`config.mk`:
```
export PLATFORM = sky130hd
export DESIGN_NAME = hdlc_rx_ctrl_flat
export DESIGN_NICKNAME = d
export VERILOG_FILES = /design/src/rtl/hdlc_rx_if.sv /design/src/rtl/hdlc_rx_ctrl.sv /design/src/flat_wrapper.sv
export SDC_FILE = /design/constraint.sdc
export NUM_CORES = 1
export LEC_CHECK = 0
export ABC_AREA = 1
export CAP_MARGIN = 5
export CELL_PAD_IN_SITES_DETAIL_PLACEMENT = 1
export CELL_PAD_IN_SITES_GLOBAL_PLACEMENT = 1
export CORE_AREA = 5 5 84 86
export DETAILED_ROUTE_END_ITERATION = 16
export DIE_AREA = 0 0 89 91
export PLACE_DENSITY_LB_ADDON = 0.08
export SLEW_MARGIN = 20
export SYNTH_ARGS = -nofsm -noshare
export SYNTH_HDL_FRONTEND = slang
export SYNTH_SLANG_ARGS = --single-unit
```
`constraint.sdc`:
```
create_clock -name Clk -period 1.55 [get_ports Clk]
set_input_delay 0.31 -clock Clk [delete_from_list [all_inputs] [get_ports Clk]]
set_output_delay 0.31 -clock Clk [all_outputs]
set_load 0.02 [all_outputs]
```
`src/rtl/hdlc_rx_if.sv`:
```
// rtl/hdlc_rx_if.sv - Rx frame controller signal bundle (detector/host side vs. controller side)
interface hdlc_rx_if #(
    parameter int ADDR_W = 7
);
    logic              RxEN;
    logic              Rx_FlagDetect;
    logic              Rx_AbortDetect;
    logic              Rx_NewByte;
    logic [7:0]        Rx_Byte;
    logic              Rx_FCSerr;
    logic              Rx_ReadDone;
    logic              Rx_ValidFrame;
    logic              Rx_WrBuff;
    logic [ADDR_W-1:0] Rx_WrAddr;
    logic [7:0]        Rx_WrData;
    logic              Rx_Ready;
    logic [ADDR_W:0]   Rx_FrameSize;
    logic              Rx_AbortSignal;
    logic              Rx_Overflow;
    logic              Rx_FrameError;

    modport master (
        output RxEN, Rx_FlagDetect, Rx_AbortDetect, Rx_NewByte, Rx_Byte, Rx_FCSerr, Rx_ReadDone,
        input  Rx_ValidFrame, Rx_WrBuff, Rx_WrAddr, Rx_WrData, Rx_Ready, Rx_FrameSize,
               Rx_AbortSignal, Rx_Overflow, Rx_FrameError
    );

    modport slave (
        input  RxEN, Rx_FlagDetect, Rx_AbortDetect, Rx_NewByte, Rx_Byte, Rx_FCSerr, Rx_ReadDone,
        output Rx_ValidFrame, Rx_WrBuff, Rx_WrAddr, Rx_WrData, Rx_Ready, Rx_FrameSize,
               Rx_AbortSignal, Rx_Overflow, Rx_FrameError
    );
endinterface

```
`src/rtl/hdlc_rx_ctrl.sv`:
```
// rtl/hdlc_rx_ctrl.sv - HDLC Rx frame sequencer; HDLC_RX_FCS_EN enables 2-byte FCS handling
module hdlc_rx_ctrl #(
    parameter int MAX_BYTES = 128,
    parameter int ADDR_W    = $clog2(MAX_BYTES)
) (
    input  logic   Clk,
    input  logic   Rst,
    hdlc_rx_if.slave rx
);
`ifdef HDLC_RX_FCS_EN
    localparam int FCSLEN = 2;
    localparam int MINLEN = 4;
`else
    localparam int FCSLEN = 0;
    localparam int MINLEN = 1;
    logic fcs_unused;
    assign fcs_unused = rx.Rx_FCSerr;
`endif
    localparam logic [ADDR_W:0] MAX_CNT = (ADDR_W+1)'(MAX_BYTES);
    localparam logic [ADDR_W:0] MIN_CNT = (ADDR_W+1)'(MINLEN);
    localparam logic [ADDR_W:0] FCS_CNT = (ADDR_W+1)'(FCSLEN);

    typedef enum logic [1:0] {IDLE, SYNC, FRAME, DONE} state_t;

    state_t            state_q, state_d;
    logic [ADDR_W:0]   count_q, count_d;
    logic              valid_frame_q, valid_frame_d;
    logic              wr_buff_q, wr_buff_d;
    logic [ADDR_W-1:0] wr_addr_q, wr_addr_d;
    logic [7:0]        wr_data_q, wr_data_d;
    logic              ready_q, ready_d;
    logic [ADDR_W:0]   frame_size_q, frame_size_d;
    logic              abort_q, abort_d;
    logic              overflow_q, overflow_d;
    logic              frame_error_q, frame_error_d;

    always_ff @(posedge Clk or negedge Rst) begin
        if (!Rst) begin
            state_q       <= IDLE;
            count_q       <= '0;
            valid_frame_q <= 1'b0;
            wr_buff_q     <= 1'b0;
            wr_addr_q     <= '0;
            wr_data_q     <= '0;
            ready_q       <= 1'b0;
            frame_size_q  <= '0;
            abort_q       <= 1'b0;
            overflow_q    <= 1'b0;
            frame_error_q <= 1'b0;
        end else begin
            state_q       <= state_d;
            count_q       <= count_d;
            valid_frame_q <= valid_frame_d;
            wr_buff_q     <= wr_buff_d;
            wr_addr_q     <= wr_addr_d;
            wr_data_q     <= wr_data_d;
            ready_q       <= ready_d;
            frame_size_q  <= frame_size_d;
            abort_q       <= abort_d;
            overflow_q    <= overflow_d;
            frame_error_q <= frame_error_d;
        end
    end

    // Priority inside a frame: RxEN drop, then abort, then flag, then byte.
    always_comb begin
        state_d = state_q;
        case (state_q)
            IDLE:  if (rx.RxEN && rx.Rx_FlagDetect) state_d = SYNC;
            SYNC: begin
                if (!rx.RxEN || rx.Rx_AbortDetect) state_d = IDLE;
                else if (rx.Rx_FlagDetect)         state_d = SYNC;
                else if (rx.Rx_NewByte)            state_d = FRAME;
            end
            FRAME: begin
                if (!rx.RxEN || rx.Rx_AbortDetect) state_d = IDLE;
                else if (rx.Rx_FlagDetect)         state_d = (count_q < MIN_CNT) ? SYNC : DONE;
            end
            DONE:  if (rx.Rx_ReadDone) state_d = IDLE;
            default: state_d = IDLE;
        endcase
    end

    always_comb begin
        count_d       = count_q;
        valid_frame_d = (state_d == FRAME);
        wr_buff_d     = 1'b0;
        wr_addr_d     = wr_addr_q;
        wr_data_d     = wr_data_q;
        ready_d       = ready_q;
        frame_size_d  = frame_size_q;
        abort_d       = 1'b0;
        overflow_d    = overflow_q;
        frame_error_d = frame_error_q;
        case (state_q)
            SYNC: begin
                if (rx.RxEN && !rx.Rx_AbortDetect && !rx.Rx_FlagDetect && rx.Rx_NewByte) begin
                    wr_buff_d     = 1'b1;
                    wr_addr_d     = '0;
                    wr_data_d     = rx.Rx_Byte;
                    count_d       = (ADDR_W+1)'(1);
                    overflow_d    = 1'b0;
                    frame_error_d = 1'b0;
                end
            end
            FRAME: begin
                if (rx.RxEN) begin
                    if (rx.Rx_AbortDetect) begin
                        abort_d = 1'b1;
                    end else if (rx.Rx_FlagDetect) begin
                        // count saturates at MAX_CNT, so the overflow size falls out of the same subtraction
                        if (count_q >= MIN_CNT) begin
                            ready_d      = 1'b1;
                            frame_size_d = count_q - FCS_CNT;
`ifdef HDLC_RX_FCS_EN
                            frame_error_d = rx.Rx_FCSerr;
`endif
                        end
                    end else if (rx.Rx_NewByte) begin
                        if (count_q < MAX_CNT) begin
                            wr_buff_d = 1'b1;
                            wr_addr_d = count_q[ADDR_W-1:0];
                            wr_data_d = rx.Rx_Byte;
                            count_d   = count_q + 1'b1;
                        end else begin
                            overflow_d = 1'b1;
                        end
                    end
                end
            end
            DONE: if (rx.Rx_ReadDone) ready_d = 1'b0;
            default: ;
        endcase
    end

    assign rx.Rx_ValidFrame  = valid_frame_q;
    assign rx.Rx_WrBuff      = wr_buff_q;
    assign rx.Rx_WrAddr      = wr_addr_q;
    assign rx.Rx_WrData      = wr_data_q;
    assign rx.Rx_Ready       = ready_q;
    assign rx.Rx_FrameSize   = frame_size_q;
    assign rx.Rx_AbortSignal = abort_q;
    assign rx.Rx_Overflow    = overflow_q;
    assign rx.Rx_FrameError  = frame_error_q;
endmodule

```
`src/flat_wrapper.sv`:
```
// flat-port wrapper written by rule: the top's interface ports become plain ports
module hdlc_rx_ctrl_flat 
#(
    parameter int MAX_BYTES = 128,
    parameter int ADDR_W    = $clog2(MAX_BYTES)
)
  (Clk, Rst, rx_RxEN, rx_Rx_FlagDetect, rx_Rx_AbortDetect, rx_Rx_NewByte, rx_Rx_Byte, rx_Rx_FCSerr, rx_Rx_ReadDone, rx_Rx_ValidFrame, rx_Rx_WrBuff, rx_Rx_WrAddr, rx_Rx_WrData, rx_Rx_Ready, rx_Rx_FrameSize, rx_Rx_AbortSignal, rx_Rx_Overflow, rx_Rx_FrameError);
  hdlc_rx_if #(.ADDR_W(ADDR_W)) rx_i ();
  input  logic Clk;
  input  logic Rst;
  input wire logic [$bits(rx_i.RxEN)-1:0] rx_RxEN;
  input wire logic [$bits(rx_i.Rx_FlagDetect)-1:0] rx_Rx_FlagDetect;
  input wire logic [$bits(rx_i.Rx_AbortDetect)-1:0] rx_Rx_AbortDetect;
  input wire logic [$bits(rx_i.Rx_NewByte)-1:0] rx_Rx_NewByte;
  input wire logic [$bits(rx_i.Rx_Byte)-1:0] rx_Rx_Byte;
  input wire logic [$bits(rx_i.Rx_FCSerr)-1:0] rx_Rx_FCSerr;
  input wire logic [$bits(rx_i.Rx_ReadDone)-1:0] rx_Rx_ReadDone;
  output wire logic [$bits(rx_i.Rx_ValidFrame)-1:0] rx_Rx_ValidFrame;
  output wire logic [$bits(rx_i.Rx_WrBuff)-1:0] rx_Rx_WrBuff;
  output wire logic [$bits(rx_i.Rx_WrAddr)-1:0] rx_Rx_WrAddr;
  output wire logic [$bits(rx_i.Rx_WrData)-1:0] rx_Rx_WrData;
  output wire logic [$bits(rx_i.Rx_Ready)-1:0] rx_Rx_Ready;
  output wire logic [$bits(rx_i.Rx_FrameSize)-1:0] rx_Rx_FrameSize;
  output wire logic [$bits(rx_i.Rx_AbortSignal)-1:0] rx_Rx_AbortSignal;
  output wire logic [$bits(rx_i.Rx_Overflow)-1:0] rx_Rx_Overflow;
  output wire logic [$bits(rx_i.Rx_FrameError)-1:0] rx_Rx_FrameError;
  assign rx_i.RxEN = rx_RxEN;
  assign rx_i.Rx_FlagDetect = rx_Rx_FlagDetect;
  assign rx_i.Rx_AbortDetect = rx_Rx_AbortDetect;
  assign rx_i.Rx_NewByte = rx_Rx_NewByte;
  assign rx_i.Rx_Byte = rx_Rx_Byte;
  assign rx_i.Rx_FCSerr = rx_Rx_FCSerr;
  assign rx_i.Rx_ReadDone = rx_Rx_ReadDone;
  assign rx_Rx_ValidFrame = rx_i.Rx_ValidFrame;
  assign rx_Rx_WrBuff = rx_i.Rx_WrBuff;
  assign rx_Rx_WrAddr = rx_i.Rx_WrAddr;
  assign rx_Rx_WrData = rx_i.Rx_WrData;
  assign rx_Rx_Ready = rx_i.Rx_Ready;
  assign rx_Rx_FrameSize = rx_i.Rx_FrameSize;
  assign rx_Rx_AbortSignal = rx_i.Rx_AbortSignal;
  assign rx_Rx_Overflow = rx_i.Rx_Overflow;
  assign rx_Rx_FrameError = rx_i.Rx_FrameError;
  hdlc_rx_ctrl #(.MAX_BYTES(MAX_BYTES), .ADDR_W(ADDR_W)) u_core (.Clk(Clk), .Rst(Rst), .rx(rx_i));
endmodule
```
**Yosys cells after proc, flatten, opt, wreduce, memory -nomap -nowiden**

Cells that the tools add are included.

- Flip-flop bits (word level): 38

- Magnitude comparators: 3
- Reduce and logical (&&, ||, !) cells: 15
- $add $sub $neg: 1
- Eq/ne operators: 14
- Bitwise logic cells: 1
- Muxes and demuxes: 53

Operators by type and width:

| kind | number |
|---|---|
| $mux W8 | 12 |
| $mux W7 | 6 |
| $pmux W8 S2 | 2 |
| $mux W1 | 20 |
| $mux W2 | 8 |
| $ne A2 B2 Y1 const B | 7 |
| $pmux W7 S2 | 1 |
| $reduce_and A7 Y1 | 2 |
| $add A8 B1 Y8 const B | 1 |
| $ge A8 B1 Y1 const B | 1 |
| $lt A8 B1 Y1 const B | 1 |
| $lt A8 B8 Y1 const B | 1 |
| $pmux W2 S4 | 1 |
| $eq A2 B2 Y1 const B | 3 |
| $ne A2 B1 Y1 const B | 3 |
| $pmux W1 S2 | 3 |
| $reduce_and A6 Y1 | 1 |
| $reduce_and A5 Y1 | 1 |
| $logic_and A1 B1 Y1 | 4 |
| $reduce_bool A2 Y1 | 2 |
| $logic_not A1 Y1 | 3 |
| $eq A2 B1 Y1 const B | 1 |
| $logic_not A2 Y1 | 1 |
| $logic_or A1 B1 Y1 | 1 |
| $not A1 Y1 | 1 |

**Longest topological paths before layout**

- Depth in word-level cells: 7
- Mapped depth: 12
- Gate-level depth less buffers: 10

**Worst setup path before layout**

Ideal clock, no wire load.

- Kind: register to register
- Start point: register u_core.state_q[0]
- End point: register u_core.count_q[0]
- Data arrival time: 1.575 ns
- Slack: -0.142 ns
- Cell stages (with the launch flop): 13
- Setup time: 0.117 ns
- Cell sequence: dfrtp_1 inv_1 ha_1 buf_6 or2_1 o21a_2 nand2_2 nor2_4 nand2_8 inv_2 buf_6 nand2_1 nand2_1

- Longest elaborated chain between the ends: 3
- Elaborated cells on any way between the ends: 11
- Classes of those cells: eq/ne: 8; mux: 1; reduce/logical: 2

RTL lines:

| element | line | text |
|---|---|---|
| from (decl) | hdlc_rx_ctrl.sv:25 | `state_t state_q, state_d;` |
| from (signal assigned) | hdlc_rx_ctrl.sv:51 | `state_q <= state_d;` |
| $eq A2 B2 Y1 / $eq A2 B1 Y1 (equally long branches) | hdlc_rx_ctrl.sv:95 | `case (state_q)` |
| $ne A2 B1 Y1 (no source line), or another cell as far along | - |  |
| $reduce_and A7 Y1 (no source line) | - |  |
| to (signal assigned) | hdlc_rx_ctrl.sv:52 | `count_q <= count_d;` |
| to (decl) | hdlc_rx_ctrl.sv:26 | `logic [ADDR_W:0] count_q, count_d;` |

Several ways; a longest one is shown, not always the timed one.
A chain may end at the register's enable or synchronous reset.

**Final worst setup path**

- Start point: register u_core.state_q[1]
- End point: register u_core.wr_data_q[3] (netlist: u_core.rx.Rx_WrData[3])

- Longest elaborated chain between the ends: 3
- Elaborated cells on any way between the ends: 11
- Classes of those cells: eq/ne: 8; mux: 1; reduce/logical: 2

RTL lines:

| element | line | text |
|---|---|---|
| $eq A2 B2 Y1 / $eq A2 B1 Y1 (equally long branches) | hdlc_rx_ctrl.sv:95 |  |
| $ne A2 B1 Y1 (no source line), or another cell as far along | - |  |
| $reduce_and A7 Y1 (no source line) | - |  |
| to (signal assigned) | hdlc_rx_ctrl.sv:56 | `wr_data_q <= wr_data_d;` |
| to (decl) | hdlc_rx_ctrl.sv:30 | `logic [7:0] wr_data_q, wr_data_d;` |

Several ways; a longest one is shown, not always the timed one.

==> impl_metrics.json <==
{
  "die_h_um": 91,
  "drt_iter0_markers": 41,
  "failed_checks": "negative setup slack",
  "reg2reg_from": "u_core.state_q[1]$_DFF_PN0_",
  "fin_skew_ps": 11.6,
  "grt-ovfl-total": 0,
  "grt_pass1_wl_mm": 10.1,
  "crit_type": "reg2reg",
  "rsz0062_at_grt": "yes",
  "initial_core_util_pct": 31.9,
  "synthArstFlopShare_pct": 100,
  "hp-class": "in2async",
  "multi_input_area_um2": 1030,
  "area_growth_pct": 62.5,
  "cts.sinks": 38,
  "htreeDepth": 2,
  "rows": 29,
  "crit_path_start_kind": "register",
  "reg2reg_slack_ps": -110,
  "final.period_utilization_pct": 107,
  "grt_max_degree": 19,
  "synth_top_area_cell": "dfrtp_1",
  "io-pin-count": 45,
  "yosys.cell_types.count": 27,
  "final_core_util_pct": 51.8,
  "cpPeakStageDelay_ps": 450,
  "clock_tree.root_cell": "clkbuf_8",
  "netlist.area_leader.share_pct": 48.0,
  "use_met2_pct": 29.1,
  "reg2reg_to": "u_core.rx.Rx_WrData[3]$_DFFE_PN0P_",
  "drc": 0,
  "drive_above_1_share_pct": 38.8,
  "cts_buffers": 5,
  "timing.fmax_mhz": 603,
  "timing.critical_path.fanout_max": 6,
  "design_area_um2": 3220,
  "die_w_um": 89,
  "synth_edf_count": 0,
  "p_leak_nw": 1.65,
  "irDropWorstVdd_mv": 0.677,
  "crit_chain": "inv_2 > ha_2 > or2_1 > o21a_2 > nand2_2 > nor2_4 > nand2_8 > buf_8 > inv_8 > nand2_4 > nand2_2",
  "post_dp_cell_area_um2": 2730,
  "clkTransAtPathRegs_ps": 90,
  "dpl.hpwl_mm": 4.13,
  "crit_buf_inv": 3,
  "pre_cts_slack_ps": -252,
  "crit_arrival_ps": 1890,
  "clockBufferDepth": 2,
  "synth_top_cells_by_area": "dfrtp_1 (48%), nand2_1 (17%), ha_1 (4.4%)",
  "io_buffers": 42,
  "synth_nets": 257,
  "netlist_top_cells_count": "nand2_1 (89), dfrtp_1 (38), inv_1 (15), nand3_1 (14), nor2_1 (12)",
  "worst_slack_ps": -108,
  "top_usage_layer": "met2",
  "netlist_area_um2": 1980,
  "maxCapViolCount": 0,
  "crit_top_cell": "nand2_2",
  "grt_use_met1_pct": 18.9,
  "tritoncts": "done",
  "core_um2": 6200,
  "crit_required_ps": 1780,
  "ff2ff_path_depth": 11,
  "synthFlopType": "dfrtp_1",
  "finalSetupViolations": 30,
  "yosysWarnings": 0,
  "dr.pass1.iters": 4,
  "clk_latency_ps": 300,
  "track_usage_pct": 16.0,
  "antenna_found_initial": 0,
  "ys_ff_latch": 38,
  "met3_usage_pct": 3.08,
  "yosysMostFrequentCell": "nand2_1",
  "p_per_area_nw_per_um2": 1450,
  "seqCellArea_um2": 952,
  "drt-wirelength-per-cell_um": 14.8,
  "yosysSeqAreaShare_pct": 48.0,
  "nFillCells": 735,
  "status": "finished, violations left",
  "cp_slowest_cell": "dfrtp_2",
  "finalNetCount": 357,
  "diodes": 0,
  "slew_violations": 0,
  "ant_nets": 0,
  "totalWireLength_mm": 6.08,
  "crit_family": "simple AND/OR/NAND/NOR gates",
  "hold_violations": 0,
  "dieArea_um2": 8100,
  "viasPerCell": 4.63,
  "grt_pass1_vias": 2061,
  "endpoint_kind": "register",
  "routed-via-count": 1907,
  "place_congestion": 0.750,
  "synth_area_per_cell_um2": 8.46,
  "synth_cells": 234,
  "finalCriticalPeriod_ps": 1660
}
-- state kept, by name, summed over array words and instances (netlist names) --
| signal | cells |
|---|---|
| u_core.count_q | 8 |
| u_core.rx.Rx_FrameSize | 8 |
| u_core.rx.Rx_WrData | 8 |
| u_core.rx.Rx_WrAddr | 7 |
| u_core.state_q | 2 |
| u_core.rx.Rx_AbortSignal | 1 |
| u_core.rx.Rx_Overflow | 1 |
| u_core.rx.Rx_Ready | 1 |
| u_core.rx.Rx_ValidFrame | 1 |
| u_core.rx.Rx_WrBuff | 1 |
-- per-stage QoR --
step / TNS, ps / total power, mW / cells / hold WS, ps
floorplan: -1780 / 2.31 / 234 / 14.4
global placement: -5800 / 3.05 / 380 / 237
detailed placement: -6600 / 3.08 / 380 / 238
CTS: -1780 / 4.50 / 406 / 445
global route: -4890 / 4.96 / 412 / 442
finish: -2250 / 4.65 / 412 / 433
-- layout make-up --
| class | count | area share, % |
|---|---|---|
| Multi-Input combinational cell | 170 | 32.2 |
| Sequential cell | 38 | 29.6 |
| Timing Repair Buffer | 100 | 28.2 |
| Tap cell | 77 | 3.00 |
| Inverter | 18 | 2.41 |
| Clock buffer | 5 | 2.14 |
| Clock inverter | 3 | 2.14 |
| Timing Repair inverter | 1 | 0.272 |
-- logic make-up (layout without fill, tap and decap cells) --
kind of cell	Yosys count	count (layout)	synth area share (%)
xor gates and xnor gates	2	2	0.885
and+or+nand+nor	127	128	27.6
adders and majority gates	7	7	4.42
DFF	38	38	48.0
buffers and inverters	27	127	7.46
other	1	1	0.189
AOI/OAI and AO/OA	32	32	11.4
-- how the worst max path moves through the flow --
stage	endpoint	cells after the start	slack, ps	startpoint
finish	u_core.rx.Rx_WrData[3]$_DFFE_PN0P_	11	-110	u_core.state_q[1]$_DFF_PN0_
global route	u_core.count_q[3]$_DFFE_PN0P_	11	-210	u_core.state_q[1]$_DFF_PN0_
CTS	u_core.rx.Rx_WrData[2]$_DFFE_PN0P_	11	-90	u_core.state_q[0]$_DFF_PN0_
detailed placement	u_core.rx.Rx_WrAddr[6]$_DFFE_PN0P_	9	-250	rx_RxEN
global placement	u_core.rx.Rx_WrData[7]$_DFFE_PN0P_	9	-210	rx_RxEN
floorplan	u_core.count_q[0]$_DFFE_PN0P_	12	-90	u_core.state_q[0]$_DFF_PN0_
-- report_power, final --
| part | switching, mW | internal (mW) | leakage (nW) |
|---|---|---|---|
| Clock | 0.391 | 0.646 | 0.0683 |
| Combinational | 1.18 | 1.13 | 1.07 |
| Sequential | 0.116 | 1.19 | 0.510 |
| Total | 1.69 | 2.96 | 1.65 |
-- routing by layer --
metal / up-vias / share of wire, %
met5: - / 0
met4: 0 / 1.0
met3: 6 / 3.2
met2: 25 / 55
met1: 941 / 41
li1: 935 / -
-- what timing repair did --
action,in CTS,in global routing
pin swaps,8,11
hold buffers,1,0
gates resized for setup,56,29
gates cloned,2,1
endpoints found under the setup margin,56,39
buffers inserted,16,7
hold endpoints to repair,11,0
-- cell usage in the layout (no fill, tap or decap), drive strengths merged, types with 2 or more instances in the layout --
| cell | count |
|---|---|
| dlymetal6s2s | 3 |
| nor3 | 3 |
| o21a | 9 |
| clkdlybuf4s50 | 13 |
| inv | 19 |
| dlygate4sd2 | 25 |
| nand2 | 91 |
| nor2 | 15 |
| or2 | 3 |
| clkbuf | 5 |
| nand3b | 2 |
| o21ai | 18 |
| xor2 | 2 |
| nand3 | 14 |
| dfrtp | 38 |
| a21oi | 5 |
| buf | 58 |
| bufinv | 2 |
| ha | 7 |
Power figures use the tool's default switching activity.
